--- src/rtl/sym_upsampler_4ask.sv ---
// Gray-coded 4-ASK mapper with 4x zero-stuffing upsampler.
// A small symbol FIFO decouples the symbol and sample enable phases.
module sym_upsampler_4ask #(
   parameter logic signed [17:0] LEVEL_A     = 18'sd32768,
   parameter int                 FIFO_DEPTH  = 4,
   parameter int                 PRIME_DEPTH = 2
) (
   input  logic               clk,
   input  logic               reset,
   input  logic               sym_en,
   input  logic [1:0]         sym_in,
   input  logic               samp_en,
   output logic signed [17:0] sample_out,
   output logic               sample_valid,
   output logic [1:0]         sym_phase,
   output logic               running,
   output logic               underflow,
   output logic               overflow
);
   localparam int PTR_W = (FIFO_DEPTH > 1) ? $clog2(FIFO_DEPTH) : 1;
   localparam int CNT_W = $clog2(FIFO_DEPTH + 1);
   localparam logic [CNT_W-1:0]   DEPTH_C  = CNT_W'(FIFO_DEPTH);
   localparam logic [CNT_W-1:0]   PRIME_C  = CNT_W'(PRIME_DEPTH);
   localparam logic signed [17:0] LEVEL_3A = LEVEL_A + (LEVEL_A <<< 1);

   typedef enum logic [0:0] {ST_IDLE = 1'b0, ST_RUN = 1'b1} state_t;

   function automatic logic signed [17:0] gray_level(input logic [1:0] sym);
      logic signed [17:0] lvl;
      case (sym)
         2'b00:   lvl = -LEVEL_3A;
         2'b01:   lvl = -LEVEL_A;
         2'b11:   lvl = LEVEL_A;
         2'b10:   lvl = LEVEL_3A;
         default: lvl = 18'sd0;
      endcase
      return lvl;
   endfunction

   logic [1:0]       mem_r [FIFO_DEPTH];
   logic [PTR_W-1:0] wr_ptr_r;
   logic [PTR_W-1:0] rd_ptr_r;
   logic [CNT_W-1:0] count_r;
   logic [1:0]       phase_r;
   state_t           state_r;
   state_t           state_nxt_s;
   logic             go_run_s;
   logic             active_s;
   logic             rd_req_s;
   logic             pop_s;
   logic             push_s;
   logic             full_s;
   logic             empty_s;

   // Next-state logic: leave IDLE once primed at a sample enable
   always_comb begin
      state_nxt_s = state_r;
      go_run_s    = 1'b0;
      case (state_r)
         ST_IDLE: begin
            if (samp_en && (count_r >= PRIME_C)) begin
               go_run_s    = 1'b1;
               state_nxt_s = ST_RUN;
            end else begin
               state_nxt_s = ST_IDLE;
            end
         end
         ST_RUN:  state_nxt_s = ST_RUN;
         default: state_nxt_s = ST_IDLE;
      endcase
   end

   // FIFO handshake; an empty read never bypasses a same-cycle write
   always_comb begin
      full_s   = (count_r == DEPTH_C);
      empty_s  = (count_r == {CNT_W{1'b0}});
      active_s = samp_en && ((state_r == ST_RUN) || go_run_s);
      rd_req_s = active_s && (phase_r == 2'd0);
      pop_s    = rd_req_s && !empty_s;
      push_s   = sym_en && (!full_s || pop_s);
   end

   // Symbol storage
   always_ff @(posedge clk) begin
      if (push_s) begin
         mem_r[wr_ptr_r] <= sym_in;
      end
   end

   // FIFO pointers and fill level
   always_ff @(posedge clk) begin
      if (!reset) begin
         wr_ptr_r <= {PTR_W{1'b0}};
         rd_ptr_r <= {PTR_W{1'b0}};
         count_r  <= {CNT_W{1'b0}};
      end else begin
         if (push_s) begin
            wr_ptr_r <= wr_ptr_r + PTR_W'(1);
         end
         if (pop_s) begin
            rd_ptr_r <= rd_ptr_r + PTR_W'(1);
         end
         count_r <= count_r + CNT_W'(push_s) - CNT_W'(pop_s);
      end
   end

   // State, phase counter, registered outputs and sticky flags
   always_ff @(posedge clk) begin
      if (!reset) begin
         state_r      <= ST_IDLE;
         phase_r      <= 2'd0;
         sample_out   <= 18'sd0;
         sample_valid <= 1'b0;
         sym_phase    <= 2'd0;
         running      <= 1'b0;
         underflow    <= 1'b0;
         overflow     <= 1'b0;
      end else begin
         state_r      <= state_nxt_s;
         sample_valid <= samp_en;
         running      <= (state_nxt_s == ST_RUN);
         if (active_s) begin
            phase_r <= phase_r + 2'd1;
         end
         if (samp_en) begin
            sym_phase  <= active_s ? phase_r : 2'd0;
            sample_out <= pop_s ? gray_level(mem_r[rd_ptr_r]) : 18'sd0;
         end
         if (rd_req_s && empty_s) begin
            underflow <= 1'b1;
         end
         if (sym_en && full_s && !pop_s) begin
            overflow <= 1'b1;
         end
      end
   end

endmodule

--- config.mk ---
export PLATFORM = sky130hd
export DESIGN_NAME = sym_upsampler_4ask
export DESIGN_NICKNAME = d
export VERILOG_FILES = /design/src/rtl/sym_upsampler_4ask.sv
export SDC_FILE = /design/constraint.sdc
export NUM_CORES = 1
export LEC_CHECK = 0
export BUFFER_PORTS_ARGS = -buffer_cell sky130_fd_sc_hd__buf_2
export CAP_MARGIN = 20
export CORE_UTILIZATION = 35
export DETAILED_ROUTE_END_ITERATION = 7
export HOLD_SLACK_MARGIN = 0.03
export REMOVE_ABC_BUFFERS = 1
export SYNTH_ARGS = -nofsm -noshare
export SYNTH_HDL_FRONTEND = slang
export SYNTH_SLANG_ARGS = --single-unit
--- constraint.sdc ---
create_clock -name clk -period 2.6 [get_ports clk]
set_clock_uncertainty 0.2 [all_clocks]
set_input_delay 0.13 -clock clk [delete_from_list [all_inputs] [get_ports clk]]
set_output_delay 0.13 -clock clk [all_outputs]
set_load 0.01 [all_outputs]
==> results of run 1 <==
==> layout make-up <==
class,count,area [um2],share of cell area [%]
well taps,48,60.1,3.68
clock buffers,3,41.3,2.53
clock inverters,1,3.75,0.230
inverters,15,58.8,3.60
flip-flops and latches,28,647,39.6
multi-input cells,83,654,40.1
repair buffers,25,168,10.3
==> stage by stage <==
step,hold WS (ps),cells,total power [mW],instance area (um2)
3_3_place_gp,150,193,1.04,1470
3_5_place_dp,156,193,1.07,1470
6_report,278,203,1.40,1630
5_1_grt,306,203,1.52,1630
2_1_floorplan,28.9,126,0.921,1300
4_1_cts,281,202,1.32,1580
==> routing by layer <==
layer	global-route usage, %	vias to the layer above
met2	20.5	16
li1	-	452
met4	5.00	0
met1	12.1	410
met5	0	-
met3	1.58	2
==> worst reg2reg max path, cell delays in order, from the launching register on <==
cell and delay [ps]:
dfxtp_2 360, inv_2 50, ha_4 160, and2_4 160, a2111oi_4 310, nor2_1 100
inv_1 70, ha_1 220, inv_1 60, ha_2 170, fa_1 370, and2_1 160
==> layout by cell type, fill, tap and decap left out, drive strengths merged <==
| cell | instances |
|---|---|
| edfxtp | 8 |
| o21a | 2 |
| dfxtp | 20 |
| inv | 15 |
| or4 | 1 |
| xnor2 | 1 |
| a2111oi | 1 |
| mux4 | 2 |
| nand2b | 4 |
| a21oi | 6 |
| mux2i | 4 |
| nor2b | 1 |
| conb | 15 |
| clkinv | 1 |
| dlygate4sd3 | 5 |
| nand2 | 5 |
| xor2 | 1 |
| ha | 10 |
| and2 | 8 |
| clkbuf | 3 |
| fa | 1 |
| o21ai | 3 |
| o31ai | 1 |
| nor3b | 2 |
| nor3 | 1 |
| buf | 20 |
| o311ai | 2 |
| nor2 | 9 |
| or3 | 1 |
| a22o | 1 |
| a32o | 1 |
==> logic make-up (layout without fill, tap and decap cells) <==
logic type	after synthesis	count (layout)	synth area share, %
adder cells (fa/ha/maj)	11	11	10.6
other	1	15	0.273
multiplexers	6	6	6.20
AO/OA/AOI/OAI	17	17	8.93
XOR/XNOR	2	2	1.28
flip-flops	28	28	46.7
AND/OR/NAND/NOR	32	32	12.9
buffers and inverters	33	44	13.1
==> worst paths after layout <==
path                                    from           end  slack, ps  cells past startpoint
worst max-delay path                 samp_en    count_r[1]        100                     11
worst min-delay path            sym_phase[1]  sym_phase[1]        280                      2
worst max register to register    phase_r[1]    count_r[1]        110                     11
worst min register to register  sym_phase[1]  sym_phase[1]        280                      2
==> registers in the layout, indices dropped and copies added (netlist names), named ones only <==
name	flops
mem_r	8
count_r	3
sample_out	3
phase_r	2
rd_ptr_r	2
sym_phase	2
wr_ptr_r	2
overflow	1
sample_valid	1
state_r	1
underflow	1
==> power by group through the flow <==
| stage | combinational, mW | clock, mW | sequential [mW] |
|---|---|---|---|
| CTS | 0.488 | 0.240 | 0.593 |
| global placement | 0.453 | 0 | 0.590 |
| floorplan | 0.324 | 0 | 0.596 |
| global route | 0.642 | 0.260 | 0.614 |
| finish | 0.559 | 0.236 | 0.604 |
| detailed placement | 0.469 | 0 | 0.598 |
==> what timing repair did <==
| action | 4_1_cts | 5_1_grt |
|---|---|---|
| resized for setup | 2 | 17 |
| endpoints found under the hold margin | 16 | 0 |
| setup endpoints to repair | 2 | 2 |
| setup buffers | 0 | 1 |
| hold buffers | 5 | 0 |
| pin swaps | 0 | 5 |
==> flow_metrics.tcl, run 1 <==
set metrics [dict create \
    status "completed" \
    fillers 356 \
    avgSynthCellArea_um2 10.6 \
    internal-power_mw 0.928 \
    cp_cell_sequence "dlygate4sd3_1 > buf_4 > and2_4 > a2111oi_4 > nor2_1 > inv_1 > ha_1 > inv_1 > ha_2 > fa_1 > and2_1" \
    root_buffer "clkbuf_8" \
    numCtsBuffers 3 \
    dpl.hpwl_um 1590 \
    first_global_vias 829 \
    synth_common_cells "dfxtp_1, buf_4, inv_1, ha_1, nor2_1" \
    wl_met3_um 37 \
    viasPerCell 4.33 \
    layout-drive-gt1-share_pct 26.5 \
    maxUsedRoutingLayer "met4" \
    gp_congestion 0.728 \
    yosysSeqAreaShare_pct 46.7 \
    cts_sinks 28 \
    synthFlopType "dfxtp_1" \
    crit_path_end_kind "flop" \
    max_cap_violations 0 \
    fin_ws_ps 104 \
    critPathKind "input port to flop" \
    synthTopCellsByArea "dfxtp_1, edfxtp_1, ha_1" \
    synth_cell_types 30 \
    drt-met1-wl_um 1020 \
    layout.nets 173 \
    synth_area_leader_cell "dfxtp_1" \
    p_comb_share_pct 40.0 \
    swShare_pct 33.7 \
    ys_seq_elements 28 \
    die_h_um 64.6 \
    chipWidth_um 64.6 \
    grt_first_pass_wirelength_um 3450 \
    netlist_area_um2 1370 \
    cp.buffers_inverters 4 \
    cts.clk_slew.worst_paths_ps 90 \
    syn_inst 130 \
    switching_power_mw 0.471 \
    critPathTopFamily "buffers and inverters" \
    synth_top_area_share_pct 29.2 \
    drv_slew 0 \
    final.setup.tns_ps 0 \
    synth-warning-count 0 \
    ant_nets 0 \
    die_area_um2 4180 \
    post-route-util_pct 43.9 \
    cts_buffer_depth 2 \
    critPathMaxFanout 10 \
    setup-violations-final 0 \
    clk_latency_ps 270 \
    p_per_area_nw_per_um2 857 \
    place.port_buffers 14 \
    power.share.clock_pct 16.9 \
    drtPass1Iterations 4 \
    fmax_mhz 401 \
    initial_core_util_pct 36.9 \
    place_ws_ps -36.3 \
    coreArea_um2 3720 \
    top_level_ports 30 \
    drc 0 \
    core.rowCount 22 \
    worst_path_most_repeated_cell "inv_1" \
    cp.arrival_ps 2460 \
    synthArstFlopShare_pct 0 \
    post-route-period-util_pct 96.0 \
    vias 880 \
    seqPwrFrac_pct 43.2 \
    synth_edf_count 8 \
    leakagePower_nw 0.702 \
    synth.most_common_cell "dfxtp_1" \
    totalWireLength_um 2150 \
    syn2layout_area_growth_pct 19.0 \
    antenna_found_initial 0 \
    grt_max_degree 16 \
    grt_usage_pct 11.0 \
    cts_tree "built" \
    post_drt_wl_per_cell_um 10.6 \
    critPathRequiredTime_ps 2570 \
    hold_path_class "flop to flop" \
    cts.htree.levels 1 \
    hold_viol 0 \
    cp-start-kind "input port" \
    dr_wl_met2_um 1070 \
    antenna_cells 0 \
    drtIter0Drc 16 \
    min_period_ps 2500 \
    crit_path_top_delay_cell "dlygate4sd3_1" \
    peakVddDrop_uv 325 \
    grt_overflow 0 \
    max_stage_delay_ps 540 \
]
(Power assumes the default switching activity.)
==> inputs of run 2 (changes only) <==
Settings changed: CELL_PAD_IN_SITES_DETAIL_PLACEMENT set to 1, CELL_PAD_IN_SITES_GLOBAL_PLACEMENT set to 2, CORE_UTILIZATION 35 to 30, PLACE_DENSITY_LB_ADDON set to 0.1.
==> flow_metrics.tcl, run 2 (synthesis gave the netlist of run 1 again) <==
set metrics [dict create \
    initial_core_util_pct 31.3 \
    layout.nets 175 \
    fillers 505 \
    setup-violations-final 0 \
    max_cap_violations 0 \
    coreArea_um2 4380 \
    leakagePower_nw 0.721 \
    status "completed" \
    grt_usage_pct 10.1 \
    top_register "mem_r" \
    cts.htree.levels 1 \
    min_period_ps 2480 \
    drtPass1Iterations 3 \
    peakVddDrop_uv 517 \
    die_area_um2 4850 \
    post_drt_wl_per_cell_um 11.3 \
    reg.largest.list "mem_r x8, count_r x3, sample_out x3" \
    grt_first_pass_wirelength_um 3770 \
    layout-drive-gt1-share_pct 29.3 \
    core.rowCount 24 \
    min_from "samp_en" \
    cp.arrival_ps 2460 \
    hold_viol 0 \
    chipWidth_um 69.6 \
    cts_sinks 28 \
    place.port_buffers 14 \
    rr_startpoint "phase_r[1]" \
    top_level_ports 30 \
    dp.cells 199 \
    p_per_area_nw_per_um2 899 \
    hold_path_class "input port to flop" \
    layout_commonest_cell "dfxtp_1" \
    antenna_cells 0 \
    rr_worst_depth 11 \
    fin_cells 209 \
    critPathRequiredTime_ps 2580 \
    critPathKind "flop to flop" \
    post-route-util_pct 37.9 \
    die_h_um 69.6 \
    numCtsBuffers 3 \
    first_global_vias 823 \
    rsz0062_at_grt "true" \
    drtIter0Drc 11 \
    syn2layout_area_growth_pct 21.1 \
    cp-start-kind "flop" \
    crit_path_end_kind "flop" \
    fmax_mhz 404 \
    cts_buffer_depth 2 \
    hold_end "sample_valid" \
    drc 0 \
    critPathMaxFanout 3 \
    cts_tree "built" \
    clk_latency_ps 270 \
    largest_register_ffs 8 \
    drv_slew 0 \
    ant_nets 0 \
    dpl.hpwl_um 1820 \
    whs_path_depth 3 \
    antenna_found_initial 0 \
    worstReg2RegEnd "count_r[1]" \
    grt_max_degree 17 \
    vias 890 \
    final_cell_mix "dfxtp_1, conb_1, buf_2" \
    root_buffer "clkbuf_8" \
    grt_overflow 0 \
    dpl_cell_area_um2 1490 \
    gp_congestion 0.754 \
    cts.clk_slew.worst_paths_ps 100 \
    totalWireLength_um 2370 \
    fin_area_um2 1660 \
    viasPerCell 4.26 \
    rrSetupSlack_ps 120 \
    post-route-period-util_pct 95.3 \
]
==> run 2: power breakdown <==
group,internal [mW],leakage [nW],switching (mW)
sequential,0.533,0.238,0.0578
combinational,0.283,0.448,0.280
clock,0.206,0.0357,0.135
total,1.02,0.721,0.473
==> run 2: routing by layer <==
layer / global-route usage [%] / routed length (um)
met4: 4.00 / 19
met2: 15.7 / 1110
met3: 2.18 / 81
met5: 0 / 0
met1: 13.7 / 1160
==> run 2: how the worst max path moves through the flow <==
stage,startpoint,slack [ps],cells after the start,end
3_5_place_dp,phase_r[0],-30,11,count_r[1]
3_3_place_gp,phase_r[0],30,11,count_r[1]
2_1_floorplan,phase_r[0],-50,11,count_r[1]
5_1_grt,phase_r[1],-30,11,count_r[1]
4_1_cts,count_r[2],7,11,count_r[1]
6_report,phase_r[1],120,11,count_r[1]
==> run 2: worst max-delay path, stage by stage (launching register included) <==
cell	delay, ps
dfxtp_2	360
inv_2	50
ha_4	150
and2_4	140
a2111oi_4	370
nor2_2	80
inv_1	60
ha_1	210
inv_1	60
ha_2	170
fa_1	400
and2_1	140
==> run 2: area by class of cell <==
| type | instances | area (um2) | share of cell area [%] |
|---|---|---|---|
| Clock buffer | 3 | 41.3 | 2.48 |
| Clock inverter | 1 | 30.0 | 1.81 |
| Inverter | 15 | 56.3 | 3.39 |
| Multi-Input combinational cell | 83 | 647 | 38.9 |
| Sequential cell | 28 | 644 | 38.8 |
| Tap cell | 52 | 65.1 | 3.92 |
| Timing Repair Buffer | 27 | 178 | 10.7 |
==> run 2: timing repair <==
item / 4_1_cts / 5_1_grt
endpoints found under the hold margin: 14 / 0
pin swaps: 1 / 8
endpoints found under the setup margin: 2 / 2
gates resized for setup: 1 / 14
setup buffers: 1 / 1
hold buffers: 4 / 0
==> run 2: stage by stage <==
stage,hold WS (ps),worst slack (ps),setup TNS (ps),total power [mW]
2_1_floorplan,28.9,-53.3,-53.3,0.921
3_3_place_gp,155,29.6,0,1.07
3_5_place_dp,159,-26.3,-26.3,1.08
4_1_cts,67.7,7.20,0,1.46
5_1_grt,77.5,-29.9,-29.9,1.62
6_report,67.6,122,0,1.49
